## config.mk

```make
export PLATFORM = sky130hd
export DESIGN_NAME = axis_pattern_gen
export DESIGN_NICKNAME = d
export VERILOG_FILES = /design/src/rtl/axis_pattern_gen_pkg.sv /design/src/rtl/axis_pattern_gen_axil_regs_slave.sv /design/src/rtl/axis_pattern_gen.sv
export SDC_FILE = /design/constraint.sdc
export NUM_CORES = 1
export LEC_CHECK = 0
export CELL_PAD_IN_SITES_DETAIL_PLACEMENT = 1
export CELL_PAD_IN_SITES_GLOBAL_PLACEMENT = 1
export CORE_MARGIN = 1.5
export CORE_UTILIZATION = 44
export CTS_CLUSTER_DIAMETER = 100
export DETAILED_ROUTE_END_ITERATION = 6
export GPL_ROUTABILITY_DRIVEN = 0
export GPL_TIMING_DRIVEN = 1
export PLACE_DENSITY_LB_ADDON = 0.1
export SKIP_LAST_GASP = 1
export SYNTH_ARGS = -nofsm -noshare
export SYNTH_HDL_FRONTEND = slang
export SYNTH_HIERARCHICAL = 1
export SYNTH_SLANG_ARGS = --single-unit
```

## constraint.sdc

```tcl
create_clock -name ap_clk -period 4.7 [get_ports ap_clk]
set_input_delay 0.705 -clock ap_clk [delete_from_list [all_inputs] [get_ports ap_clk]]
set_output_delay 0.705 -clock ap_clk [all_outputs]
set_load 0.01 [all_outputs]
```

## src/rtl/axis_pattern_gen_pkg.sv

```systemverilog
// Shared definitions for the AXI-Stream pattern generator: register map,
// CONTROL bit positions, FSM state encoding and the run-configuration record.
package axis_pattern_gen_pkg;

    localparam logic [7:0] ADDR_CTRL        = 8'h00;
    localparam logic [7:0] ADDR_BEAT_COUNT  = 8'h10;
    localparam logic [7:0] ADDR_GAP         = 8'h14;
    localparam logic [7:0] ADDR_START_VALUE = 8'h18;
    localparam logic [7:0] ADDR_INCREMENT   = 8'h1C;
    localparam logic [7:0] ADDR_SENT        = 8'h20;

    localparam int CTRL_START_BIT = 0;
    localparam int CTRL_STOP_BIT  = 1;
    localparam int CTRL_CLEAR_BIT = 2;

    localparam int STAT_BUSY_BIT  = 0;
    localparam int STAT_DONE_BIT  = 1;

    typedef enum logic [1:0] {
        ST_IDLE = 2'd0,
        ST_RUN  = 2'd1,
        ST_GAP  = 2'd2,
        ST_DONE = 2'd3
    } pg_state_e;

    // Host-programmable run parameters as held in the register file.
    typedef struct packed {
        logic [31:0] beat_count;
        logic [31:0] gap;
        logic [31:0] start_value;
        logic [31:0] increment;
    } pg_cfg_t;

    // Counter increment that sticks at all-ones instead of wrapping.
    function automatic logic [31:0] sat_inc32(input logic [31:0] v);
        return (v == 32'hFFFF_FFFF) ? v : v + 32'd1;
    endfunction

    // Byte-lane merge of a 32-bit register write.
    function automatic logic [31:0] strb_merge(input logic [31:0] old_v,
                                               input logic [31:0] new_v,
                                               input logic [3:0]  strb);
        logic [31:0] r;
        r = old_v;
        for (int b = 0; b < 4; b++) begin
            if (strb[b]) r[8*b +: 8] = new_v[8*b +: 8];
        end
        return r;
    endfunction

endpackage

```

## src/rtl/axis_pattern_gen_axil_regs_slave.sv

```systemverilog
// AXI4-Lite slave: AW/W/B and AR/R handshakes plus the read/write
// configuration registers. CONTROL and SENT belong to the generator core,
// so writes are also exported as a one-cycle strobe and reads of addresses
// not held here fall through to rd_data_i.
module axil_regs_slave
    import axis_pattern_gen_pkg::*;
#(
    parameter int ADDR_WIDTH = 32
) (
    input  logic                  clk_i,
    input  logic                  rst_i,
    input  logic [ADDR_WIDTH-1:0] awaddr_i,
    input  logic                  awvalid_i,
    output logic                  awready_o,
    input  logic [31:0]           wdata_i,
    input  logic [3:0]            wstrb_i,
    input  logic                  wvalid_i,
    output logic                  wready_o,
    output logic [1:0]            bresp_o,
    output logic                  bvalid_o,
    input  logic                  bready_i,
    input  logic [ADDR_WIDTH-1:0] araddr_i,
    input  logic                  arvalid_i,
    output logic                  arready_o,
    output logic [31:0]           rdata_o,
    output logic [1:0]            rresp_o,
    output logic                  rvalid_o,
    input  logic                  rready_i,
    output logic                  wr_en_o,
    output logic [7:0]            wr_addr_o,
    output logic [31:0]           wr_data_o,
    output logic [3:0]            wr_strb_o,
    output pg_cfg_t               cfg_o,
    output logic [7:0]            rd_addr_o,
    input  logic [31:0]           rd_data_i
);

    logic        aw_full_q;
    logic [7:0]  awaddr_q;
    logic        bvalid_q;
    logic        rvalid_q;
    logic [31:0] rdata_q;
    pg_cfg_t     cfg_q;
    logic        aw_fire, w_fire, ar_fire;
    logic [31:0] rd_mux;
    logic        unused_addr_hi;

    // Only the low address byte is decoded.
    assign unused_addr_hi = ^{awaddr_i[ADDR_WIDTH-1:8], araddr_i[ADDR_WIDTH-1:8]};

    // One write in flight: the address latch blocks a new AW until B is accepted.
    assign awready_o = !aw_full_q && !bvalid_q;
    assign wready_o  =  aw_full_q && !bvalid_q;
    assign aw_fire   = awvalid_i && awready_o;
    assign w_fire    = wvalid_i && wready_o;
    assign bvalid_o  = bvalid_q;
    assign bresp_o   = 2'b00;

    assign wr_en_o   = w_fire;
    assign wr_addr_o = awaddr_q;
    assign wr_data_o = wdata_i;
    assign wr_strb_o = wstrb_i;
    assign cfg_o     = cfg_q;

    assign arready_o = !rvalid_q;
    assign ar_fire   = arvalid_i && !rvalid_q;
    assign rvalid_o  = rvalid_q;
    assign rdata_o   = rdata_q;
    assign rresp_o   = 2'b00;
    assign rd_addr_o = araddr_i[7:0];

    // Write address latch and write response.
    always_ff @(posedge clk_i) begin
        if (rst_i) begin
            aw_full_q <= 1'b0;
            awaddr_q  <= 8'h00;
            bvalid_q  <= 1'b0;
        end else begin
            if (aw_fire) begin
                aw_full_q <= 1'b1;
                awaddr_q  <= awaddr_i[7:0];
            end
            if (w_fire) begin
                aw_full_q <= 1'b0;
                bvalid_q  <= 1'b1;
            end else if (bvalid_q && bready_i) begin
                bvalid_q  <= 1'b0;
            end
        end
    end

    // Configuration registers, byte-enabled writes.
    always_ff @(posedge clk_i) begin
        if (rst_i) begin
            cfg_q.beat_count  <= 32'd0;
            cfg_q.gap         <= 32'd0;
            cfg_q.start_value <= 32'd0;
            cfg_q.increment   <= 32'd1;
        end else if (w_fire) begin
            case (awaddr_q)
                ADDR_BEAT_COUNT:  cfg_q.beat_count  <= strb_merge(cfg_q.beat_count,  wdata_i, wstrb_i);
                ADDR_GAP:         cfg_q.gap         <= strb_merge(cfg_q.gap,         wdata_i, wstrb_i);
                ADDR_START_VALUE: cfg_q.start_value <= strb_merge(cfg_q.start_value, wdata_i, wstrb_i);
                ADDR_INCREMENT:   cfg_q.increment   <= strb_merge(cfg_q.increment,   wdata_i, wstrb_i);
                default: ;
            endcase
        end
    end

    // Read mux: local registers first, everything else from the core.
    always_comb begin
        rd_mux = rd_data_i;
        case (araddr_i[7:0])
            ADDR_BEAT_COUNT:  rd_mux = cfg_q.beat_count;
            ADDR_GAP:         rd_mux = cfg_q.gap;
            ADDR_START_VALUE: rd_mux = cfg_q.start_value;
            ADDR_INCREMENT:   rd_mux = cfg_q.increment;
            default: ;
        endcase
    end

    // Read response, data held until rready.
    always_ff @(posedge clk_i) begin
        if (rst_i) begin
            rvalid_q <= 1'b0;
            rdata_q  <= 32'd0;
        end else if (ar_fire) begin
            rvalid_q <= 1'b1;
            rdata_q  <= rd_mux;
        end else if (rvalid_q && rready_i) begin
            rvalid_q <= 1'b0;
        end
    end

endmodule

```

## src/rtl/axis_pattern_gen.sv

```systemverilog
// AXI-Stream arithmetic-sequence source with an optional idle gap between
// beats, configured and started through an AXI4-Lite control slave.
module axis_pattern_gen
    import axis_pattern_gen_pkg::*;
#(
    parameter int DATA_BYTES = 4,
    parameter int ADDR_WIDTH = 32
) (
    input  logic                    ap_clk,
    input  logic                    ap_rst,
    input  logic [ADDR_WIDTH-1:0]   s_axi_control_awaddr,
    input  logic                    s_axi_control_awvalid,
    output logic                    s_axi_control_awready,
    input  logic [31:0]             s_axi_control_wdata,
    input  logic [3:0]              s_axi_control_wstrb,
    input  logic                    s_axi_control_wvalid,
    output logic                    s_axi_control_wready,
    output logic [1:0]              s_axi_control_bresp,
    output logic                    s_axi_control_bvalid,
    input  logic                    s_axi_control_bready,
    input  logic [ADDR_WIDTH-1:0]   s_axi_control_araddr,
    input  logic                    s_axi_control_arvalid,
    output logic                    s_axi_control_arready,
    output logic [31:0]             s_axi_control_rdata,
    output logic [1:0]              s_axi_control_rresp,
    output logic                    s_axi_control_rvalid,
    input  logic                    s_axi_control_rready,
    output logic [DATA_BYTES*8-1:0] outstream_tdata,
    output logic                    outstream_tvalid,
    input  logic                    outstream_tready
);

    localparam int DW = DATA_BYTES * 8;

    logic        wr_en;
    logic [7:0]  wr_addr;
    logic [31:0] wr_data;
    logic [3:0]  wr_strb;
    pg_cfg_t     cfg;
    logic [7:0]  rd_addr;
    logic [31:0] rd_data;

    pg_state_e   state_q;
    logic        tvalid_q;
    logic [DW-1:0] tdata_q;
    logic [DW-1:0] inc_q;
    logic [31:0] beats_q, gap_q, gap_cnt_q, sent_q;
    logic        stop_pend_q;

    logic        ctrl_wr, start, stop, clear;
    logic        busy, done;
    logic [31:0] sent_nxt;
    logic        unused_wr;

    axil_regs_slave #(.ADDR_WIDTH(ADDR_WIDTH)) u_regs (
        .clk_i     (ap_clk),
        .rst_i     (ap_rst),
        .awaddr_i  (s_axi_control_awaddr),
        .awvalid_i (s_axi_control_awvalid),
        .awready_o (s_axi_control_awready),
        .wdata_i   (s_axi_control_wdata),
        .wstrb_i   (s_axi_control_wstrb),
        .wvalid_i  (s_axi_control_wvalid),
        .wready_o  (s_axi_control_wready),
        .bresp_o   (s_axi_control_bresp),
        .bvalid_o  (s_axi_control_bvalid),
        .bready_i  (s_axi_control_bready),
        .araddr_i  (s_axi_control_araddr),
        .arvalid_i (s_axi_control_arvalid),
        .arready_o (s_axi_control_arready),
        .rdata_o   (s_axi_control_rdata),
        .rresp_o   (s_axi_control_rresp),
        .rvalid_o  (s_axi_control_rvalid),
        .rready_i  (s_axi_control_rready),
        .wr_en_o   (wr_en),
        .wr_addr_o (wr_addr),
        .wr_data_o (wr_data),
        .wr_strb_o (wr_strb),
        .cfg_o     (cfg),
        .rd_addr_o (rd_addr),
        .rd_data_i (rd_data)
    );

    // CONTROL actions need byte lane 0 enabled.
    assign ctrl_wr   = wr_en && (wr_addr == ADDR_CTRL) && wr_strb[0];
    assign start     = ctrl_wr && wr_data[CTRL_START_BIT];
    assign stop      = ctrl_wr && wr_data[CTRL_STOP_BIT];
    assign clear     = ctrl_wr && wr_data[CTRL_CLEAR_BIT];
    assign unused_wr = ^{wr_data[31:3], wr_strb[3:1]};

    assign busy      = (state_q == ST_RUN) || (state_q == ST_GAP);
    assign done      = (state_q == ST_DONE);
    assign sent_nxt  = sat_inc32(sent_q);

    assign outstream_tvalid = tvalid_q;
    assign outstream_tdata  = tdata_q;

    // Core-owned read values; unmapped addresses read as zero.
    always_comb begin
        rd_data = 32'd0;
        if (rd_addr == ADDR_CTRL) begin
            rd_data[STAT_BUSY_BIT] = busy;
            rd_data[STAT_DONE_BIT] = done;
        end else if (rd_addr == ADDR_SENT) begin
            rd_data = sent_q;
        end
    end

    // Sequencer: run parameters are snapshotted at START so host writes
    // mid-run only shape the next run. tvalid is only dropped after a
    // handshake; a STOP that arrives during a stall waits in stop_pend_q.
    always_ff @(posedge ap_clk) begin
        if (ap_rst) begin
            state_q     <= ST_IDLE;
            tvalid_q    <= 1'b0;
            tdata_q     <= '0;
            inc_q       <= '0;
            beats_q     <= 32'd0;
            gap_q       <= 32'd0;
            gap_cnt_q   <= 32'd0;
            sent_q      <= 32'd0;
            stop_pend_q <= 1'b0;
        end else begin
            case (state_q)
                ST_IDLE, ST_DONE: begin
                    if (start) begin
                        beats_q     <= cfg.beat_count;
                        gap_q       <= cfg.gap;
                        inc_q       <= DW'(cfg.increment);
                        tdata_q     <= DW'(cfg.start_value);
                        sent_q      <= 32'd0;
                        stop_pend_q <= 1'b0;
                        tvalid_q    <= 1'b1;
                        state_q     <= ST_RUN;
                    end else if (clear) begin
                        sent_q      <= 32'd0;
                        state_q     <= ST_IDLE;
                    end
                end
                ST_RUN: begin
                    if (outstream_tready) begin
                        sent_q  <= sent_nxt;
                        tdata_q <= tdata_q + inc_q;
                        if (stop_pend_q || stop || (beats_q != 32'd0 && sent_nxt == beats_q)) begin
                            tvalid_q    <= 1'b0;
                            stop_pend_q <= 1'b0;
                            state_q     <= ST_DONE;
                        end else if (gap_q != 32'd0) begin
                            tvalid_q  <= 1'b0;
                            gap_cnt_q <= gap_q;
                            state_q   <= ST_GAP;
                        end
                    end else if (stop) begin
                        stop_pend_q <= 1'b1;
                    end
                end
                ST_GAP: begin
                    if (stop) begin
                        state_q <= ST_DONE;
                    end else if (gap_cnt_q == 32'd1) begin
                        tvalid_q <= 1'b1;
                        state_q  <= ST_RUN;
                    end else begin
                        gap_cnt_q <= gap_cnt_q - 32'd1;
                    end
                end
                default: state_q <= ST_IDLE;
            endcase
        end
    end

endmodule

```

==> flow_summary.json <==
{
  "fin_crit_sh": 0.9238,
  "area_growth_pct": 15.95,
  "cts-resized-gates": 0,
  "status": "finished clean",
  "track_usage": 0.2955,
  "vias": 17900,
  "finalInstanceArea_um2": 23130,
  "antenna_found_initial": 1,
  "vias_per_cell": 5.954,
  "worst-setup-path-type": "reg -> reg",
  "drc_errors": 0,
  "cts_root_buf": "clkbuf_16",
  "worst_pin_slew_ps": 1032,
  "cp.arrival_ps": 4810,
  "nets": 2526,
  "drtIter0Drc": 1120,
  "cts_setup_buffers": 0,
  "avgSynthCellArea_um2": 8.553,
  "hold_path.class": "reg -> reg",
  "p_leak_nw": 8.559,
  "clock.fmax_mhz": 230.3,
  "r2r_slack_ps": 360,
  "start_kind": "flip-flop",
  "cts_tree": "done",
  "dpl.hpwl_um": 50400,
  "netlist_instances": 2332,
  "fin_skew_ps": 16.14,
  "ant_nets": 0,
  "maxCapViolations": 0,
  "hold_viol": 0,
  "relSlewSlack": 0.3076,
  "final_common_cell": "dfxtp_1",
  "insertion_delay_ps": 580,
  "first_pass_iters": 5,
  "grt.overflow.total": 0,
  "setup_viol": 0,
  "core_um2": 44510,
  "cts_inserted_buffers": 42,
  "period_needed_ps": 4342,
  "synthesis.area_um2": 19950,
  "num_rows": 77,
  "die_w_um": 215.9,
  "rsz0062_at_grt": "false",
  "grt_pass1_wl_um": 108200,
  "postCtsHoldBufs": 0,
  "fin_tns_setup_ps": 0,
  "wl_per_cell_um": 23.11,
  "cts.sinks": 367,
  "die_height_um": 215.9,
  "path_max_fanout": 25,
  "grt_pass1_vias": 18020,
  "start_util": 0.4481,
  "wirelength_um": 69480,
  "dieArea_um2": 46620,
  "io_pins": 182,
  "cts_buffer_depth": 3,
  "power_density_nw_per_um2": 331.1,
  "drive_gt1_frac": 0.08534,
  "clk_pin_slew_ps": 60,
  "numPortBuffers": 129,
  "grt_max_degree": 198,
  "finalMaxSlewViolations": 0,
  "crit_path_end_kind": "flip-flop",
  "cts_max_level": 2,
  "peakVddDrop_uv": 267.7,
  "cp.required_ps": 5160,
  "layout_common_cells": "dfxtp_1 (367), nand2_1 (323), a21oi_1 (217), mux2i_1 (157), nand2b_1 (148)",
  "placed_area_um2": 21640,
  "yosysWarnings": 6
}
-- stage by stage --
stage | cells | utilization | power [mW] | setup slack [ps] | hold WS (ps)
2_1_floorplan | 2335 | - | 3.889 | 1319 | 437.0
3_3_place_gp | 2928 | 0.4861 | 4.164 | 579.5 | 452.4
3_5_place_dp | 2928 | 0.4861 | 4.193 | 496.2 | 462.3
4_1_cts | 3006 | 0.5195 | 7.690 | 462.2 | 473.6
5_1_grt | 3007 | 0.5196 | 7.905 | 142.6 | 494.2
6_report | 3007 | 0.5196 | 7.657 | 358.2 | 471.8
-- layer usage --
metal  vias up  part of all wire  GRT usage  wire, um
met5         -                 0          0         0
met4         0             0.025    0.07454      1767
met3       106             0.044    0.03932      3053
met2       376              0.46     0.4791     31840
met1      9005              0.47     0.4144     32820
li1       8417                 -          -         -
-- state kept, by name, indices dropped and copies added, names as in the netlist --
register	count
stop_pend_q	1
u_regs/aw_full_q	1
u_regs/wr_addr_o	8
beats_q	32
u_regs/rdata_o	32
u_regs/bvalid_o	1
sent_q	32
state_q	2
outstream_tvalid	1
outstream_tdata	32
u_regs/cfg_o	128
u_regs/rvalid_o	1
gap_cnt_q	32
inc_q	32
gap_q	32
-- area by class of cell --
cell class,instances,area [um2]
flip-flops and latches,367,7347
repair buffers,178,1709
clock buffers,62,1297
diodes,1,2.502
fillers,5222,21380
inverters,29,108.9
multi-input cells,1762,11730
well taps,592,740.7
clock inverters,16,191.4
-- critical path, cell delays in order (launching register included) --
cell      delay (ps)
dfxtp_1          450
ha_1             330
nand3_1          140
nor3_1           330
nand4_2          430
and3_1           450
and3b_1          200
or3_1            310
a31oi_1          230
o311ai_1         190
a21oi_4          500
buf_12           230
o21ai_0          110
a32o_1           310
-- power by group --
group          internal (mW)  total [mW]  switching, mW
Sequential              3.15        3.20         0.0504
Combinational          0.333       0.935          0.602
Clock                   2.09        3.52           1.43
Total                   5.57        7.66           2.08
-- worst paths after layout --
| check | start | to | cells past startpoint |
|---|---|---|---|
| hold reg to reg | inc_q[21] | inc_q[21] | 2 |
| hold / removal | inc_q[21] | inc_q[21] | 2 |
| setup reg to reg | sent_q[1] | gap_cnt_q[19] | 13 |
| setup / recovery | sent_q[1] | gap_cnt_q[19] | 13 |
No activity file was read; power rests on OpenSTA's default activity.
